**src/rtl/alu_share_ctrl.sv**
```systemverilog
// alu_share_ctrl: arbitrates two requesters onto one shared ALU and returns
// each captured result over a valid/ready handshake to the granted requester.
module alu_share_ctrl #(
    parameter int WIDTH = 16,
    parameter bit FAIR  = 1'b1
) (
    input  logic             clk,
    input  logic             reset,
    input  logic             req0_valid,
    output logic             req0_ready,
    input  logic [WIDTH-1:0] req0_a,
    input  logic [WIDTH-1:0] req0_b,
    input  logic [1:0]       req0_op,
    input  logic             req1_valid,
    output logic             req1_ready,
    input  logic [WIDTH-1:0] req1_a,
    input  logic [WIDTH-1:0] req1_b,
    input  logic [1:0]       req1_op,
    output logic             rsp0_valid,
    input  logic             rsp0_ready,
    output logic             rsp1_valid,
    input  logic             rsp1_ready,
    output logic [WIDTH-1:0] rsp_out,
    output logic             rsp_z,
    output logic             rsp_n,
    output logic             rsp_v,
    output logic [WIDTH-1:0] alu_ain,
    output logic [WIDTH-1:0] alu_bin,
    output logic [1:0]       alu_op,
    input  logic [WIDTH-1:0] alu_out,
    input  logic             alu_z,
    input  logic             alu_n,
    input  logic             alu_v,
    output logic             busy
);
    localparam logic [1:0] IDLE = 2'd0;
    localparam logic [1:0] EXEC = 2'd1;
    localparam logic [1:0] RESP = 2'd2;

    logic [1:0]       state_q, state_d;
    logic [WIDTH-1:0] a_q, a_d, b_q, b_d, out_q, out_d;
    logic [1:0]       op_q, op_d;
    logic             gid_q, gid_d, pref_q, pref_d;
    logic             z_q, z_d, n_q, n_d, v_q, v_d;
    logic             win, any_req, rsp_hs, idle;

    // pref_q names the requester that wins the next tie
    assign win     = (req0_valid & req1_valid) ? (FAIR ? pref_q : 1'b0) : req1_valid;
    assign any_req = req0_valid | req1_valid;
    assign idle    = (state_q == IDLE) & ~reset;
    assign rsp_hs  = (state_q == RESP) & (gid_q ? rsp1_ready : rsp0_ready);

    assign req0_ready = idle & req0_valid & ~win;
    assign req1_ready = idle & req1_valid & win;
    assign rsp0_valid = (state_q == RESP) & ~gid_q;
    assign rsp1_valid = (state_q == RESP) & gid_q;
    assign busy       = state_q != IDLE;
    assign alu_ain    = a_q;
    assign alu_bin    = b_q;
    assign alu_op     = op_q;
    assign rsp_out    = out_q;
    assign rsp_z      = z_q;
    assign rsp_n      = n_q;
    assign rsp_v      = v_q;

    always_comb begin
        state_d = state_q;
        a_d     = a_q;
        b_d     = b_q;
        op_d    = op_q;
        gid_d   = gid_q;
        pref_d  = pref_q;
        out_d   = out_q;
        z_d     = z_q;
        n_d     = n_q;
        v_d     = v_q;
        if (state_q == IDLE && any_req) begin
            state_d = EXEC;
            a_d     = win ? req1_a : req0_a;
            b_d     = win ? req1_b : req0_b;
            op_d    = win ? req1_op : req0_op;
            gid_d   = win;
            pref_d  = ~win;
        end else if (state_q == EXEC) begin
            state_d = RESP;
            out_d   = alu_out;
            z_d     = alu_z;
            // N and V are only meaningful for SUB
            n_d     = (op_q == 2'b01) & alu_n;
            v_d     = (op_q == 2'b01) & alu_v;
        end else if (rsp_hs) begin
            state_d = IDLE;
        end
    end

    always_ff @(posedge clk or posedge reset) begin
        if (reset) begin
            state_q <= IDLE;
            a_q     <= '0;
            b_q     <= '0;
            op_q    <= 2'b00;
            gid_q   <= 1'b0;
            pref_q  <= 1'b0;
            out_q   <= '0;
            z_q     <= 1'b0;
            n_q     <= 1'b0;
            v_q     <= 1'b0;
        end else begin
            state_q <= state_d;
            a_q     <= a_d;
            b_q     <= b_d;
            op_q    <= op_d;
            gid_q   <= gid_d;
            pref_q  <= pref_d;
            out_q   <= out_d;
            z_q     <= z_d;
            n_q     <= n_d;
            v_q     <= v_d;
        end
    end
endmodule

```
**config.mk**
```make
export PLATFORM = sky130hd
export DESIGN_NAME = alu_share_ctrl
export DESIGN_NICKNAME = d
export VERILOG_FILES = /design/src/rtl/alu_share_ctrl.sv
export SDC_FILE = /design/constraint.sdc
export NUM_CORES = 1
export LEC_CHECK = 0
export ABC_AREA = 1
export CAP_MARGIN = 40
export CORE_MARGIN = 2
export CORE_UTILIZATION = 36
export CTS_CLUSTER_SIZE = 16
export DETAILED_ROUTE_END_ITERATION = 6
export GPL_TIMING_DRIVEN = 0
export PLACE_DENSITY_LB_ADDON = 0.3
export SLEW_MARGIN = 20
export SYNTH_ARGS = -nofsm -noshare
export SYNTH_HDL_FRONTEND = slang
export SYNTH_SLANG_ARGS = --single-unit
```
**constraint.sdc**
```tcl
create_clock -name clk -period 2.35 [get_ports clk]
set_input_delay 0.47 -clock clk [delete_from_list [all_inputs] [get_ports clk]]
set_output_delay 0.47 -clock clk [all_outputs]
set_load 0.02 [all_outputs]
```
[Word-level counts from Yosys, hierarchy flattened]
Cells that the tools add are included.
Word-level totals
  logic and storage cells: 42
  bits in registers: 57
  input bits: 93
  output and inout port bits: 58
Cells by class
  reduce and logical (&&, ||, !) cells: 5
  bitwise gates (word level): 16
  multiplexer cells: 8
  equal/unequal tests: 3
Operators by type and width (count)
  $mux 16: 2
  $and 1x1->1: 11
  $mux 2: 4
  $eq 2x1->1 const B: 2
  $not 1->1: 4
  $reduce_bool 3->1: 1
  $eq 2x2->1 const B: 1
  $logic_not 2->1: 1
  $mux 1: 2
  $reduce_and 2->1: 1
  $reduce_bool 2->1: 1
  $logic_and 1x1->1: 1
  $or 1x1->1: 1

[Logic depth before layout (Yosys ltp)]
  depth after elaboration: 5
  mapped depth: 8
  depth with buffers taken out: 6

[Worst setup path before layout]
OpenSTA, ideal clock, no wires.
  path kind: input port to output port
  start: input reset
  end: output req0_ready
  required time: 1.880 ns
  arrival: 2.248 ns
  slack: -0.368 ns
  stages on the path: 3
  buffers on the path: 0
  cells stage by stage: inv_1 -> nand3_1 -> nor2_1
Between the ends
  longest elaborated chain between the ends: 4
RTL lines
  from (decl): line 8  | input logic reset,
  $not 1->1: line 50  | assign idle = (state_q == IDLE) & ~reset;
  $and 1x1->1: line 50
  $and 1x1->1 (2 in series): line 53  | assign req0_ready = idle & req0_valid & ~win;
  to (decl): line 10  | output logic req0_ready,
Every way passes these cells.

[Worst setup path after layout]
  start: input reset
  end: output req1_ready
Between the ends
  longest elaborated chain between the ends: 4
RTL lines
  $not 1->1: line 50
  $and 1x1->1: line 50
  $and 1x1->1 (2 in series): line 54  | assign req1_ready = idle & req1_valid & win;
  to (decl): line 15  | output logic req1_ready,
Every way passes these cells.

==> impl_metrics.py <==
metrics = {
    "synthesis": {
        "synth_seq_area_share": 0.4914,
        "yosysWarnings": 0,
        "yosys.area.top_type": "dfrtp_1",
        "synth_nets": 496,
        "synth_top_area_share": 0.4914,
        "netlist_top_cells_area": "dfrtp_1 49%, nand2_1 21%, nand3_1 12%, inv_1 9.4%, buf_4 1.6%",
        "netlist_instances": 403,
        "avgSynthCellArea_sq_um": 7.203,
        "syn_area_sq_um": 2903,
        "synth.distinct_cells": 16,
        "synth-seq-cells": 57,
    },
    "clock_network": {
        "htree_levels": 3,
        "clockBufferDepth": 2,
        "clk_latency_ns": 0.33,
        "cts_root_buf": "clkbuf_8",
        "hold_buffers": 0,
        "cts_sinks": 57,
        "clk_pin_slew_worst_paths_ns": 0.06,
        "cts_buffers": 9,
        "cts_tree": "yes",
    },
    "routing": {
        "wl_met3_microns": 675,
        "wl_met2_mm": 3.656,
        "topRoutingLayerUsed": "met4",
        "vias": 2989,
        "ant_nets": 0,
        "dr.pass1.iters": 4,
        "routed_wl_mm": 8.183,
        "drt-vias-per-instance": 4.441,
        "wl_per_cell_microns": 12.16,
        "drtIter0Drc": 74,
        "drc": 0,
        "wl_met1_mm": 3.702,
    },
    "layout": {
        "multiInputGateArea_sq_um": 1069,
        "antennaDiodeCount": 0,
        "synthToLayoutAreaGrowth_pct": 64.40,
        "final_cells": 673,
        "regArea_sq_um": 1426,
        "final_layout_size_suffix_gt1_frac": 0.07180,
        "fin_nets": 659,
        "n_fill_cell": 710,
        "final_area_sq_um": 4772,
    },
    "sta": {
        "finalHoldViolCount": 0,
        "final-setup-viol-count": 0,
        "slew_violations": 0,
        "min_period_over_period": 0.9351,
        "fmax_ghz": 0.4551,
        "relSlewSlack": 0.6084,
        "tightestPinTransition_ns": 0.5843,
        "min_period_ns": 2.198,
        "rsz0062_at_grt": "false",
        "setup_slack_ns": 0.1525,
        "skew_ns": 0.008997,
    },
    "setup_path": {
        "worstSetupPathType": "in -> out",
        "critPathMaxStageDelay_ns": 0.60,
        "path_delay_family": "buffers and inverters",
        "worstPathCellList": "clkdlybuf4s50_1 -> clkinvlp_4 -> nand3_1 -> nor2_1 -> dlygate4sd2_1",
        "cp.buffers_inverters": 3,
        "start_kind": "primary input",
        "critPathCaptureType": "primary output",
        "arrival_ns": 1.73,
        "cpMaxStageDelayCell": "clkdlybuf4s50_1",
        "crit_fanout": 2,
        "cp.required_ns": 1.88,
    },
    "die": {
        "ios": 151,
        "rows": 32,
        "initial_core_util": 0.3737,
        "coreArea_sq_um": 7767,
        "dieArea_sq_um": 8798,
        "die_w_microns": 93.80,
        "die_h_microns": 93.80,
    },
    "min_path": {
        "min-delay-path-class": "reg -> reg",
    },
    "global_routing": {
        "grt_pass1_vias": 2933,
        "overflow": 0,
        "grt_pass1_wl_mm": 13.48,
        "track_usage": 0.1960,
        "grt_antenna_before_repair": 0,
        "grt_max_degree": 33,
    },
    "power_and_ir_drop": {
        "p_leak_nw": 2.443,
        "power_density_nw_per_um2": 535.8,
        "ir_worst_vdd_uv": 298.0,
    },
    "outcome": {
        "status": "complete, no violations",
    },
    "flow_run": {
        "drv_cap": 0,
    },
    "placement": {
        "portBuffers": 149,
        "hpwl_mm": 6.136,
        "place_ws_ns": -0.6270,
        "placed_area_sq_um": 4546,
        "finalWeightedCongestion": 0.7594,
        "dp.cells": 655,
    },
}
layout by cell type (no fill, tap or decap), drive strengths merged, types with 8 or more instances in the layout:
cell,n
buf,17
clkbuf,15
clkdlybuf4s50,146
dfrtp,57
inv,75
nand2,167
nand3,72
nor2,8
metrics by stage:
step,power [mW],util,hold slack [ns],TNS [ns]
final,2.557,0.6144,0.4668,0
after global routing,2.684,0.6144,0.4971,0
after CTS,2.582,0.6144,0.4718,0
after detailed placement,1.596,0.5852,0.4586,-1.240
after global placement,1.586,0.5826,0.4526,-2.471
after floorplan,1.295,-,0.4577,0
worst register-to-register path: stages (launching register included):
cell     delay [ns]
dfrtp_1        0.41
inv_1          0.11
nand2_2        0.11
nor2_8         0.19
buf_2          0.26
nand3_1        0.15
nand2_1        0.08
state kept, by name (all words and copies together), names as in the netlist, 2 cells and up:
register  flops
alu_op        2
alu_ain      16
rsp_out      16
state_q       2
alu_bin      16
synthesized netlist by cell type:
cell type,number
inv_1,73
nor2_8,1
dfrtp_1,57
nor2_4,1
buf_4,6
clkbuf_1,5
buf_2,4
nand3_1,72
inv_4,1
nand2_2,3
o21ai_0,3
buf_6,3
buf_1,2
nor2_1,6
nand2_1,164
inv_2,2
routing by layer:
layer | up-vias | track usage
met2 | 123 | 0.3143
met4 | 0 | 0.08454
met5 | - | 0
met1 | 1328 | 0.2517
li1 | 1523 | -
met3 | 15 | 0.04815
cell type report:
class	instances	share of cell area
multi-input cells	250	0.2239
repair inverters	1	0.001049
clock buffers	10	0.02674
clock inverters	6	0.01730
plain buffers	20	0.02622
well taps	102	0.02674
inverters	76	0.06109
flip-flops and latches	57	0.2989
repair buffers	151	0.3180
cells by family (layout without fill, tap and decap cells):
group / Yosys count / count (layout) / synth area share
simple gates: 247 / 247 / 0.3612
buf+inv: 96 / 264 / 0.1422
compound gates: 3 / 3 / 0.005171
flops: 57 / 57 / 0.4914
timing repair:
| item | 4_1_cts | 5_1_grt |
|---|---|---|
| resized for setup | 6 | 0 |
| buffers inserted | 1 | 0 |
| endpoints found under the setup margin | 2 | 0 |
final timing paths:
path	startpoint	end	slack [ns]	depth (start not counted)
min	rsp_out[6]	rsp_out[6]	0.47	2
max	reset	req1_ready	0.15	5
min reg2reg	rsp_out[6]	rsp_out[6]	0.47	2
max in group asynchronous	reset	alu_bin[3]	1.26	4
max reg2reg	state_q[1]	alu_bin[2]	0.99	6
min in group asynchronous	reset	alu_ain[6]	0.65	2
report_power, final:
| part | internal (mW) | total (mW) | switching [mW] |
|---|---|---|---|
| Combinational | 0.283 | 0.514 | 0.231 |
| Sequential | 1.03 | 1.07 | 0.0313 |
| Clock | 0.591 | 0.977 | 0.386 |
| Total | 1.91 | 2.56 | 0.648 |
No activity file was read; power rests on OpenSTA's default activity.
